[src/rtl/muldiv_pkg.sv]
// Shared encodings for the iterative multiply/divide unit.
package muldiv_pkg;

  typedef enum logic [1:0] {
    OP_MULT  = 2'b00,
    OP_MULTU = 2'b01,
    OP_DIV   = 2'b10,
    OP_DIVU  = 2'b11
  } op_e;

  typedef enum logic [1:0] {
    ST_IDLE,
    ST_RUN,
    ST_FIX
  } state_e;

  function automatic logic isDivOp(input op_e op);
    return (op == OP_DIV) || (op == OP_DIVU);
  endfunction

  function automatic logic isSignedOp(input op_e op);
    return (op == OP_MULT) || (op == OP_DIV);
  endfunction

endpackage

[src/rtl/muldiv_if.sv]
// Start/done handshake and HI/LO result bus between the control FSM and the mul/div unit.
interface muldiv_if #(parameter int WIDTH = 32);
  logic             start;
  logic [1:0]       op;
  logic             flush;
  logic [WIDTH-1:0] a;
  logic [WIDTH-1:0] b;
  logic             busy;
  logic             done;
  logic             div_by_zero;
  logic [WIDTH-1:0] hi;
  logic [WIDTH-1:0] lo;

  modport master (output start, op, flush, a, b,
                  input  busy, done, div_by_zero, hi, lo);
  modport slave  (input  start, op, flush, a, b,
                  output busy, done, div_by_zero, hi, lo);
endinterface

[src/rtl/muldiv_sign_fix.sv]
// Conditional two's-complement negate: either hi/lo independently, or {hi,lo} as one 2W value.
module muldiv_sign_fix #(
  parameter int WIDTH = 32
) (
  input  logic             negWide_i,
  input  logic             negHi_i,
  input  logic             negLo_i,
  input  logic [WIDTH-1:0] hi_i,
  input  logic [WIDTH-1:0] lo_i,
  output logic [WIDTH-1:0] hi_o,
  output logic [WIDTH-1:0] lo_o
);

  logic [2*WIDTH-1:0] wideNeg;

  assign wideNeg = ~{hi_i, lo_i} + (2*WIDTH)'(1);

  always_comb begin
    hi_o = negHi_i ? (~hi_i + WIDTH'(1)) : hi_i;
    lo_o = negLo_i ? (~lo_i + WIDTH'(1)) : lo_i;
    if (negWide_i) begin
      {hi_o, lo_o} = wideNeg;
    end
  end

endmodule

[src/rtl/muldiv_unit.sv]
// Iterative MULT/MULTU/DIV/DIVU unit: magnitudes go through a shared radix-2 shift/add
// datapath, signs are restored on the FIX edge, and HI/LO are owned here.
module muldiv_unit import muldiv_pkg::*; #(
  parameter int WIDTH = 32
) (
  input  logic     clk,
  input  logic     rst,
  muldiv_if.slave  bus
);

  localparam int CNT_W = $clog2(WIDTH + 1);

  state_e             state_q, state_d;
  op_e                op_q, op_d;
  logic               signA_q, signA_d, signB_q, signB_d;
  logic               dz_q, dz_d;
  logic               done_q, done_d, dzPulse_q, dzPulse_d;
  logic [CNT_W-1:0]   cnt_q, cnt_d;
  logic [WIDTH-1:0]   accHi_q, accHi_d, accLo_q, accLo_d;
  logic [WIDTH-1:0]   opnd_q, opnd_d;
  logic [WIDTH-1:0]   hi_q, hi_d, lo_q, lo_d;

  op_e                opIn;
  logic               inSignA, inSignB;
  logic [WIDTH-1:0]   absA, absB, resHi, resLo;
  logic [WIDTH:0]     mulSum, divShift;
  logic               divGe;
  logic [WIDTH-1:0]   divSub;

  assign opIn    = op_e'(bus.op);
  assign inSignA = isSignedOp(opIn) & bus.a[WIDTH-1];
  assign inSignB = isSignedOp(opIn) & bus.b[WIDTH-1];

  muldiv_sign_fix #(.WIDTH(WIDTH)) uOperandFix (
    .negWide_i (1'b0),
    .negHi_i   (inSignA),
    .negLo_i   (inSignB),
    .hi_i      (bus.a),
    .lo_i      (bus.b),
    .hi_o      (absA),
    .lo_o      (absB)
  );

  // Multiply negates the whole product; divide negates quotient and remainder separately.
  muldiv_sign_fix #(.WIDTH(WIDTH)) uResultFix (
    .negWide_i (!isDivOp(op_q) && (signA_q ^ signB_q)),
    .negHi_i   (isDivOp(op_q) && signA_q),
    .negLo_i   (isDivOp(op_q) && (signA_q ^ signB_q)),
    .hi_i      (accHi_q),
    .lo_i      (accLo_q),
    .hi_o      (resHi),
    .lo_o      (resLo)
  );

  assign mulSum   = {1'b0, accHi_q} + (accLo_q[0] ? {1'b0, opnd_q} : '0);
  assign divShift = {accHi_q, accLo_q[WIDTH-1]};
  assign divGe    = divShift >= {1'b0, opnd_q};
  // The true difference is below the divisor, so the low W bits hold it exactly.
  assign divSub   = divShift[WIDTH-1:0] - opnd_q;

  always_comb begin
    state_d   = state_q;
    op_d      = op_q;
    signA_d   = signA_q;
    signB_d   = signB_q;
    dz_d      = dz_q;
    cnt_d     = cnt_q;
    accHi_d   = accHi_q;
    accLo_d   = accLo_q;
    opnd_d    = opnd_q;
    hi_d      = hi_q;
    lo_d      = lo_q;
    done_d    = 1'b0;
    dzPulse_d = 1'b0;
    case (state_q)
      ST_IDLE: begin
        if (bus.start && !bus.flush) begin
          op_d    = opIn;
          signA_d = inSignA;
          signB_d = inSignB;
          cnt_d   = CNT_W'(WIDTH);
          accHi_d = '0;
          accLo_d = isDivOp(opIn) ? absA : absB;
          opnd_d  = isDivOp(opIn) ? absB : absA;
          dz_d    = isDivOp(opIn) && (bus.b == '0);
          state_d = dz_d ? ST_FIX : ST_RUN;
        end
      end
      ST_RUN: begin
        if (bus.flush) begin
          state_d = ST_IDLE;
        end else begin
          cnt_d = cnt_q - CNT_W'(1);
          if (isDivOp(op_q)) begin
            accHi_d = divGe ? divSub : divShift[WIDTH-1:0];
            accLo_d = {accLo_q[WIDTH-2:0], divGe};
          end else begin
            accHi_d = mulSum[WIDTH:1];
            accLo_d = {mulSum[0], accLo_q[WIDTH-1:1]};
          end
          if (cnt_q == CNT_W'(1)) begin
            state_d = ST_FIX;
          end
        end
      end
      ST_FIX: begin
        state_d = ST_IDLE;
        if (!bus.flush) begin
          done_d    = 1'b1;
          dzPulse_d = dz_q;
          if (!dz_q) begin
            hi_d = resHi;
            lo_d = resLo;
          end
        end
      end
      default: state_d = ST_IDLE;
    endcase
  end

  always_ff @(posedge clk or posedge rst) begin
    if (rst) begin
      state_q   <= ST_IDLE;
      op_q      <= OP_MULT;
      signA_q   <= 1'b0;
      signB_q   <= 1'b0;
      dz_q      <= 1'b0;
      cnt_q     <= '0;
      accHi_q   <= '0;
      accLo_q   <= '0;
      opnd_q    <= '0;
      hi_q      <= '0;
      lo_q      <= '0;
      done_q    <= 1'b0;
      dzPulse_q <= 1'b0;
    end else begin
      state_q   <= state_d;
      op_q      <= op_d;
      signA_q   <= signA_d;
      signB_q   <= signB_d;
      dz_q      <= dz_d;
      cnt_q     <= cnt_d;
      accHi_q   <= accHi_d;
      accLo_q   <= accLo_d;
      opnd_q    <= opnd_d;
      hi_q      <= hi_d;
      lo_q      <= lo_d;
      done_q    <= done_d;
      dzPulse_q <= dzPulse_d;
    end
  end

  assign bus.busy        = (state_q != ST_IDLE);
  assign bus.done        = done_q;
  assign bus.div_by_zero = dzPulse_q;
  assign bus.hi          = hi_q;
  assign bus.lo          = lo_q;

endmodule

[src/flat_wrapper.sv]
// flat-port wrapper written by rule: the top's interface ports become plain ports
module muldiv_unit_flat import muldiv_pkg::*;
#(
  parameter int WIDTH = 32
)
  (clk, rst, bus_start, bus_op, bus_flush, bus_a, bus_b, bus_busy, bus_done, bus_div_by_zero, bus_hi, bus_lo);
  muldiv_if #(.WIDTH(WIDTH)) bus_i ();
  input  logic clk;
  input  logic rst;
  input wire logic [$bits(bus_i.start)-1:0] bus_start;
  input wire logic [$bits(bus_i.op)-1:0] bus_op;
  input wire logic [$bits(bus_i.flush)-1:0] bus_flush;
  input wire logic [$bits(bus_i.a)-1:0] bus_a;
  input wire logic [$bits(bus_i.b)-1:0] bus_b;
  output wire logic [$bits(bus_i.busy)-1:0] bus_busy;
  output wire logic [$bits(bus_i.done)-1:0] bus_done;
  output wire logic [$bits(bus_i.div_by_zero)-1:0] bus_div_by_zero;
  output wire logic [$bits(bus_i.hi)-1:0] bus_hi;
  output wire logic [$bits(bus_i.lo)-1:0] bus_lo;
  assign bus_i.start = bus_start;
  assign bus_i.op = bus_op;
  assign bus_i.flush = bus_flush;
  assign bus_i.a = bus_a;
  assign bus_i.b = bus_b;
  assign bus_busy = bus_i.busy;
  assign bus_done = bus_i.done;
  assign bus_div_by_zero = bus_i.div_by_zero;
  assign bus_hi = bus_i.hi;
  assign bus_lo = bus_i.lo;
  muldiv_unit #(.WIDTH(WIDTH)) u_core (.clk(clk), .rst(rst), .bus(bus_i));
endmodule
[config.mk]
export PLATFORM = sky130hd
export DESIGN_NAME = muldiv_unit_flat
export DESIGN_NICKNAME = d
export VERILOG_FILES = /design/src/rtl/muldiv_pkg.sv /design/src/rtl/muldiv_if.sv /design/src/rtl/muldiv_sign_fix.sv /design/src/rtl/muldiv_unit.sv /design/src/flat_wrapper.sv
export SDC_FILE = /design/constraint.sdc
export NUM_CORES = 1
export LEC_CHECK = 0
export CORE_ASPECT_RATIO = 0.5
export CORE_UTILIZATION = 54
export CTS_CLUSTER_SIZE = 12
export DETAILED_ROUTE_END_ITERATION = 16
export HOLD_SLACK_MARGIN = 0.06
export PLACE_DENSITY = 0.79
export SLEW_MARGIN = 40
export SYNTH_ARGS = -nofsm -noshare
export SYNTH_HDL_FRONTEND = slang
export SYNTH_SLANG_ARGS = --single-unit
[constraint.sdc]
create_clock -name clk -period 5.9 [get_ports clk]
set_input_delay 1.475 -clock clk [delete_from_list [all_inputs] [get_ports clk]]
set_output_delay 1.475 -clock clk [all_outputs]
set_load 0.03 [all_outputs]
# Word-level counts from Yosys, hierarchy flattened

Index checks and enable logic that the tools add are counted.

Word-level logic and storage cells: 91
Input port bits: 70
Flip-flop bits (word level): 175
Output and inout port bits: 67

Mux-type cells: 30
Reductions and logical operators: 19
$lt $le $gt $ge: 1
Bitwise logic cells: 10
Eq/ne operators: 10
$add $sub $neg: 8

Operator list:

| kind                                                                | count |
|---|---|
| 32-bit 2-to-1 mux                                                   | 16 |
| 32-bit by 1-bit adder with 32-bit output (second input constant)    | 4 |
| 32-bit inverter                                                     | 4 |
| 32-bit one-hot mux with 2 select lines                              | 2 |
| 64-bit by 1-bit adder with 64-bit output (second input constant)    | 1 |
| 64-bit inverter                                                     | 1 |
| 32-bit by 33-bit adder with 33-bit output                           | 1 |
| 33-bit by 32-bit greater-or-equal comparator with 1-bit output      | 1 |
| 32-bit logical NOT                                                  | 1 |
| 32-bit subtractor                                                   | 1 |
| 6-bit 2-to-1 mux                                                    | 2 |
| 6-bit one-hot mux with 2 select lines                               | 1 |
| 2-bit == test (second input constant)                               | 5 |
| 2-bit 2-to-1 mux                                                    | 4 |
| 6-bit by 1-bit == test with 1-bit output (second input constant)    | 1 |
| 3-bit AND reduction                                                 | 2 |
| 6-bit by 1-bit subtractor with 6-bit output (second input constant) | 1 |
| 1-bit logical AND                                                   | 5 |
| 2-bit logical NOT                                                   | 2 |
| 1-bit 2-to-1 mux                                                    | 4 |
| 2-bit one-hot mux with 2 select lines                               | 1 |
| 2-bit AND reduction                                                 | 2 |
| 2-bit nonzero test                                                  | 2 |
| 1-bit logical OR                                                    | 3 |
| 8 further kinds                                                     | 11 |

# Longest topological paths before layout

Depth in word-level cells: 7
Depth in mapped cells: 14

# Modules after synthesis

Synthesis repeated with hierarchy kept, for this count alone.

Cell total of the unflattened synthesis: 1826
Area, all modules: 15419.8 sq um

By module, submodules not included:

| module          | cells an instance | times used | sequential area each (sq um) | area an instance (sq um) |
|---|---|---|---|---|
| muldiv_unit     | 1296              | 1          | 4354.2                       | 11878.9 |
| muldiv_sign_fix | 265               | 2          | 0.0                          | 1770.4 |

# Worst setup path before layout

No wires, ideal clock.

Kind: input -> register
Start: input port bus_b[5]
End: register u_core.accLo_q[23]
Cell stages on the path: 8
Path slack: 2.297 ns
Data arrival time: 3.477 ns
Path buffers: 0
Cells stage by stage: or3_1 > nor4_1 > nand3_1 > or2_1 > o41ai_2 > xor2_1 > o21ai_0 > a221o_1

Word-level cells in the longest chain between the ends: 6

Ends and longest elaborated chain:

| item                                     | RTL line              | text |
|---|---|---|
| from (decl)                              | flat_wrapper.sv:14    | `input wire logic [$bits(bus_i.b)-1:0] bus_b;` |
| 32-bit inverter                          | muldiv_sign_fix.sv:20 | `lo_o = negLo_i ? (~lo_i + WIDTH'(1)) : lo_i;` |
| 32-bit by 1-bit adder with 32-bit output | muldiv_sign_fix.sv:20 |  |
| 32-bit 2-to-1 mux                        | muldiv_sign_fix.sv:20 |  |
| 32-bit 2-to-1 mux                        | muldiv_unit.sv:83     | `accLo_d = isDivOp(opIn) ? absA : absB;` |
| 32-bit 2-to-1 mux                        | muldiv_unit.sv:77     | `if (bus.start && !bus.flush) begin` |
| 32-bit one-hot mux with 2 select lines   | muldiv_unit.sv:75     | `case (state_q)` |
| to (signal assigned)                     | muldiv_unit.sv:144    | `accLo_q <= accLo_d;` |
| to (decl)                                | muldiv_unit.sv:19     | `logic [WIDTH-1:0] accHi_q, accHi_d, accLo_q, accLo_d;` |

Every way passes these cells. The select of a mux whose other input is x is not followed.
A chain may end at the register's enable or synchronous reset.

# Final worst setup path

Start: register u_core.accLo_q[0]
End: register u_core.accHi_q[28]

Word-level cells in the longest chain between the ends: 5

Ends and longest elaborated chain:

| item                                      | RTL line           | text |
|---|---|---|
| 32-bit 2-to-1 mux                         | muldiv_unit.sv:55  | `assign mulSum = {1'b0, accHi_q} + (accLo_q[0] ? {1'b0, opnd_q} : '0);` |
| 32-bit by 33-bit adder with 33-bit output | muldiv_unit.sv:55  |  |
| 32-bit 2-to-1 mux                         | muldiv_unit.sv:94  | `if (isDivOp(op_q)) begin` |
| 32-bit 2-to-1 mux                         | muldiv_unit.sv:90  | `if (bus.flush) begin` |
| 32-bit one-hot mux with 2 select lines    | muldiv_unit.sv:75  |  |
| to (signal assigned)                      | muldiv_unit.sv:143 | `accHi_q <= accHi_d;` |
| to (decl)                                 | muldiv_unit.sv:19  |  |

Every way passes these cells. The select of a mux whose other input is x is not followed.

==> results.ini <==
[clock_network]
clk_pin_slew_worst_paths_ps = 70
cts_setup_buffers = 0
cts_sinks = 174
cts_tree = done
root_buffer = clkbuf_16
ctsResizeCount = 0
cts.path.max_buffers = 2
cts_max_level = 4
numCtsBuffers = 17
cts_hold_buf = 0
clkLatencyLatePin_ps = 450

[min_path]
hp-class = flop to flop

[timing]
slew_headroom = 0.447
layout_min_cycle_time_ps = 4190
tns_ps = 0
clock.fmax_mhz = 239
grt_setup_unrepaired = no
setup_violations = 0
finalCritPeriodShare = 0.710
timing.hold.ws_ps = 480
finalHoldViolCount = 0
worstMarginPinSlew_ps = 829
slew_violations = 0
skew_ps = 11.5

[route]
wl_um = 45500
drc = 2
vias = 14266
drtIter0Drc = 1791
firstDrtPassIters = 12
wire_per_inst_um = 19.9
antenna_left = 0
vias_per_cell = 6.23

[flow_run]
drv_cap = 0

[logic_synthesis]
synth.distinct_cells = 81
yosysWarnings = 0
synth_area_mm2 = 0.0145
syn_avg_cell_area_um2 = 7.76
ys.flop_type = dfrtp_1
syn_nets = 2007
yosysTopAreaCell = dfrtp_1
async_flop_share = 1.00
ys_ff_latch = 174
synthTopCellsByArea = dfrtp_1 30%, a21oi_1 6.9%, o21ai_0 6.5%, ha_1 6.1%, xnor2_1 6.1%
synth_edf_count = 0
synth_top_area_frac = 0.301
syn_inst = 1865
ys_seq_area_frac = 0.301

[critical_path]
start_kind = flop
worstSetupEndpointType = flop
required_ps = 6210
worstPathMaxFanout = 22
arrival_ps = 4500
critPathKind = flop to flop

[grt]
grt_max_degree = 102
grt_pass1_vias = 13366
grt_use_total = 0.337
grt_pass1_wl_um = 72800
grt_overflow = 0
antenna_found_initial = 1

[finish]
diodes = 0
area_growth_pct = 15.7
layout_commonest_cell = nand2_1
final_core_util = 0.650
fin_nets = 2074
finalNonFillerCells = 2289
layout_common_cells = 204 x nand2_1, 200 x a21oi_1, 199 x nor2_1
drive_gt1_frac = 0.0514

[run_status]
violations = DRC
run_status = finished with violations

[placement]
dpl.hpwl_um = 33900
placed_cells_incl_taps = 2257
place.gp.congestion = 0.970
port_buffers = 136

[die]
num_io_pins = 137
die_h_um = 118
core_mm2 = 0.0258
start_util = 0.562
die_x_um = 234
row_count = 41
die_area_mm2 = 0.0275

[pwr]
leakage_nw = 7.12
power_density_mw_per_mm2 = 475
p_total_mw = 7.96
ir_worst_vdd_uv = 255

-- routing by layer --
layer	share of wire	vias up	GRT usage
met2	0.43	672	0.500
met1	0.45	6742	0.489
met3	0.098	82	0.0722
met4	0.025	0	0.101
li1	-	6770	-
met5	0	-	0
-- cell type report --
class	instances	area (µm²)
tap	344	430
clock inverter	12	150
sequential	174	4360
timing repair buffer	156	1580
fill	2196	9010
inverter	70	267
multi-input combinational	1513	9510
clock buffer	20	457
-- sequential cells by signal (all words and copies together) (netlist names) --
name                    cells
u_core.op_q                 1
u_core.signA_q              1
u_core.dz_q                 1
u_core.cnt_q                6
u_core.accHi_q             32
u_core.bus.hi              32
u_core.signB_q              1
u_core.bus.done             1
u_core.state_q              2
u_core.opnd_q              32
u_core.bus.div_by_zero      1
u_core.accLo_q             32
u_core.bus.lo              32
-- synth_stat cells (all sizes together), types with 10 or more instances --
cell type and number:
a211oi 15, a21o 21, a21oi 200, a31oi 26
buf 16, clkbuf 92, dfrtp 174, ha 70
inv 70, mux2i 41, nand2 206, nand2b 20
nand3 20, nand4 12, nor2 202, nor2b 14
nor3 54, nor4 17, o211ai 25, o21ai 196
o21bai 12, o221ai 14, o31ai 16, o41ai 12
or2 10, or3 14, or4 10, xnor2 100
xor2 77
-- cell families after synthesis --
group | Yosys count | synth area share
xor+xnor | 177 | 0.107
compound gates | 603 | 0.252
flops | 174 | 0.301
buf+inv | 178 | 0.0464
mux | 45 | 0.0315
simple gates | 616 | 0.198
fa+ha+maj | 72 | 0.0633
-- report_power, final --
part / internal [mW] / switching [mW] / total [mW] / leakage [nW]
Clock: 0.660 / 0.536 / 1.20 / 0.297
Sequential: 1.51 / 0.568 / 2.08 / 2.26
Combinational: 1.91 / 2.77 / 4.68 / 4.56
Total: 4.08 / 3.87 / 7.96 / 7.12
-- through the flow --
| step | instance area, µm² | setup WS, ps |
|---|---|---|
| 2_1_floorplan | 14500 | 2200 |
| 3_3_place_gp | 16000 | 1390 |
| 3_5_place_dp | 16100 | 1240 |
| 4_1_cts | 16700 | 1610 |
| 5_1_grt | 16700 | 1480 |
| 6_report | 16700 | 1710 |
-- critical path, cell delays in order (launching register included) --
cell       delay (ps)
dfrtp_1           470
inv_1             340
buf_4             400
nor2_1             80
ha_1              350
o21ai_0            90
o21bai_1          180
and4_1            250
o211ai_1          240
a2111oi_0         730
o21ai_0           300
and3_1            230
o21ai_0           260
a22oi_1           120
-- path summary, 6_finish.rpt --
kind / end / cells after the start / from / slack (ps)
worst min register to register: u_core.bus.hi[2]$_DFFE_PP0P_ / 2 / u_core.bus.hi[2]$_DFFE_PP0P_ / 480
worst max-delay path: u_core.accHi_q[28]$_DFFE_PP0P_ / 13 / u_core.accLo_q[0]$_DFFE_PP0P_ / 1710
worst min-delay path: u_core.bus.hi[2]$_DFFE_PP0P_ / 2 / u_core.bus.hi[2]$_DFFE_PP0P_ / 480
min in group asynchronous: u_core.bus.hi[19]$_DFFE_PP0P_ / 3 / rst / 1470
max in group asynchronous: u_core.bus.lo[11]$_DFFE_PP0P_ / 4 / rst / 3570
worst max register to register: u_core.accHi_q[28]$_DFFE_PP0P_ / 13 / u_core.accLo_q[0]$_DFFE_PP0P_ / 1710
Note: power is estimated with default switching activity, not from simulation.
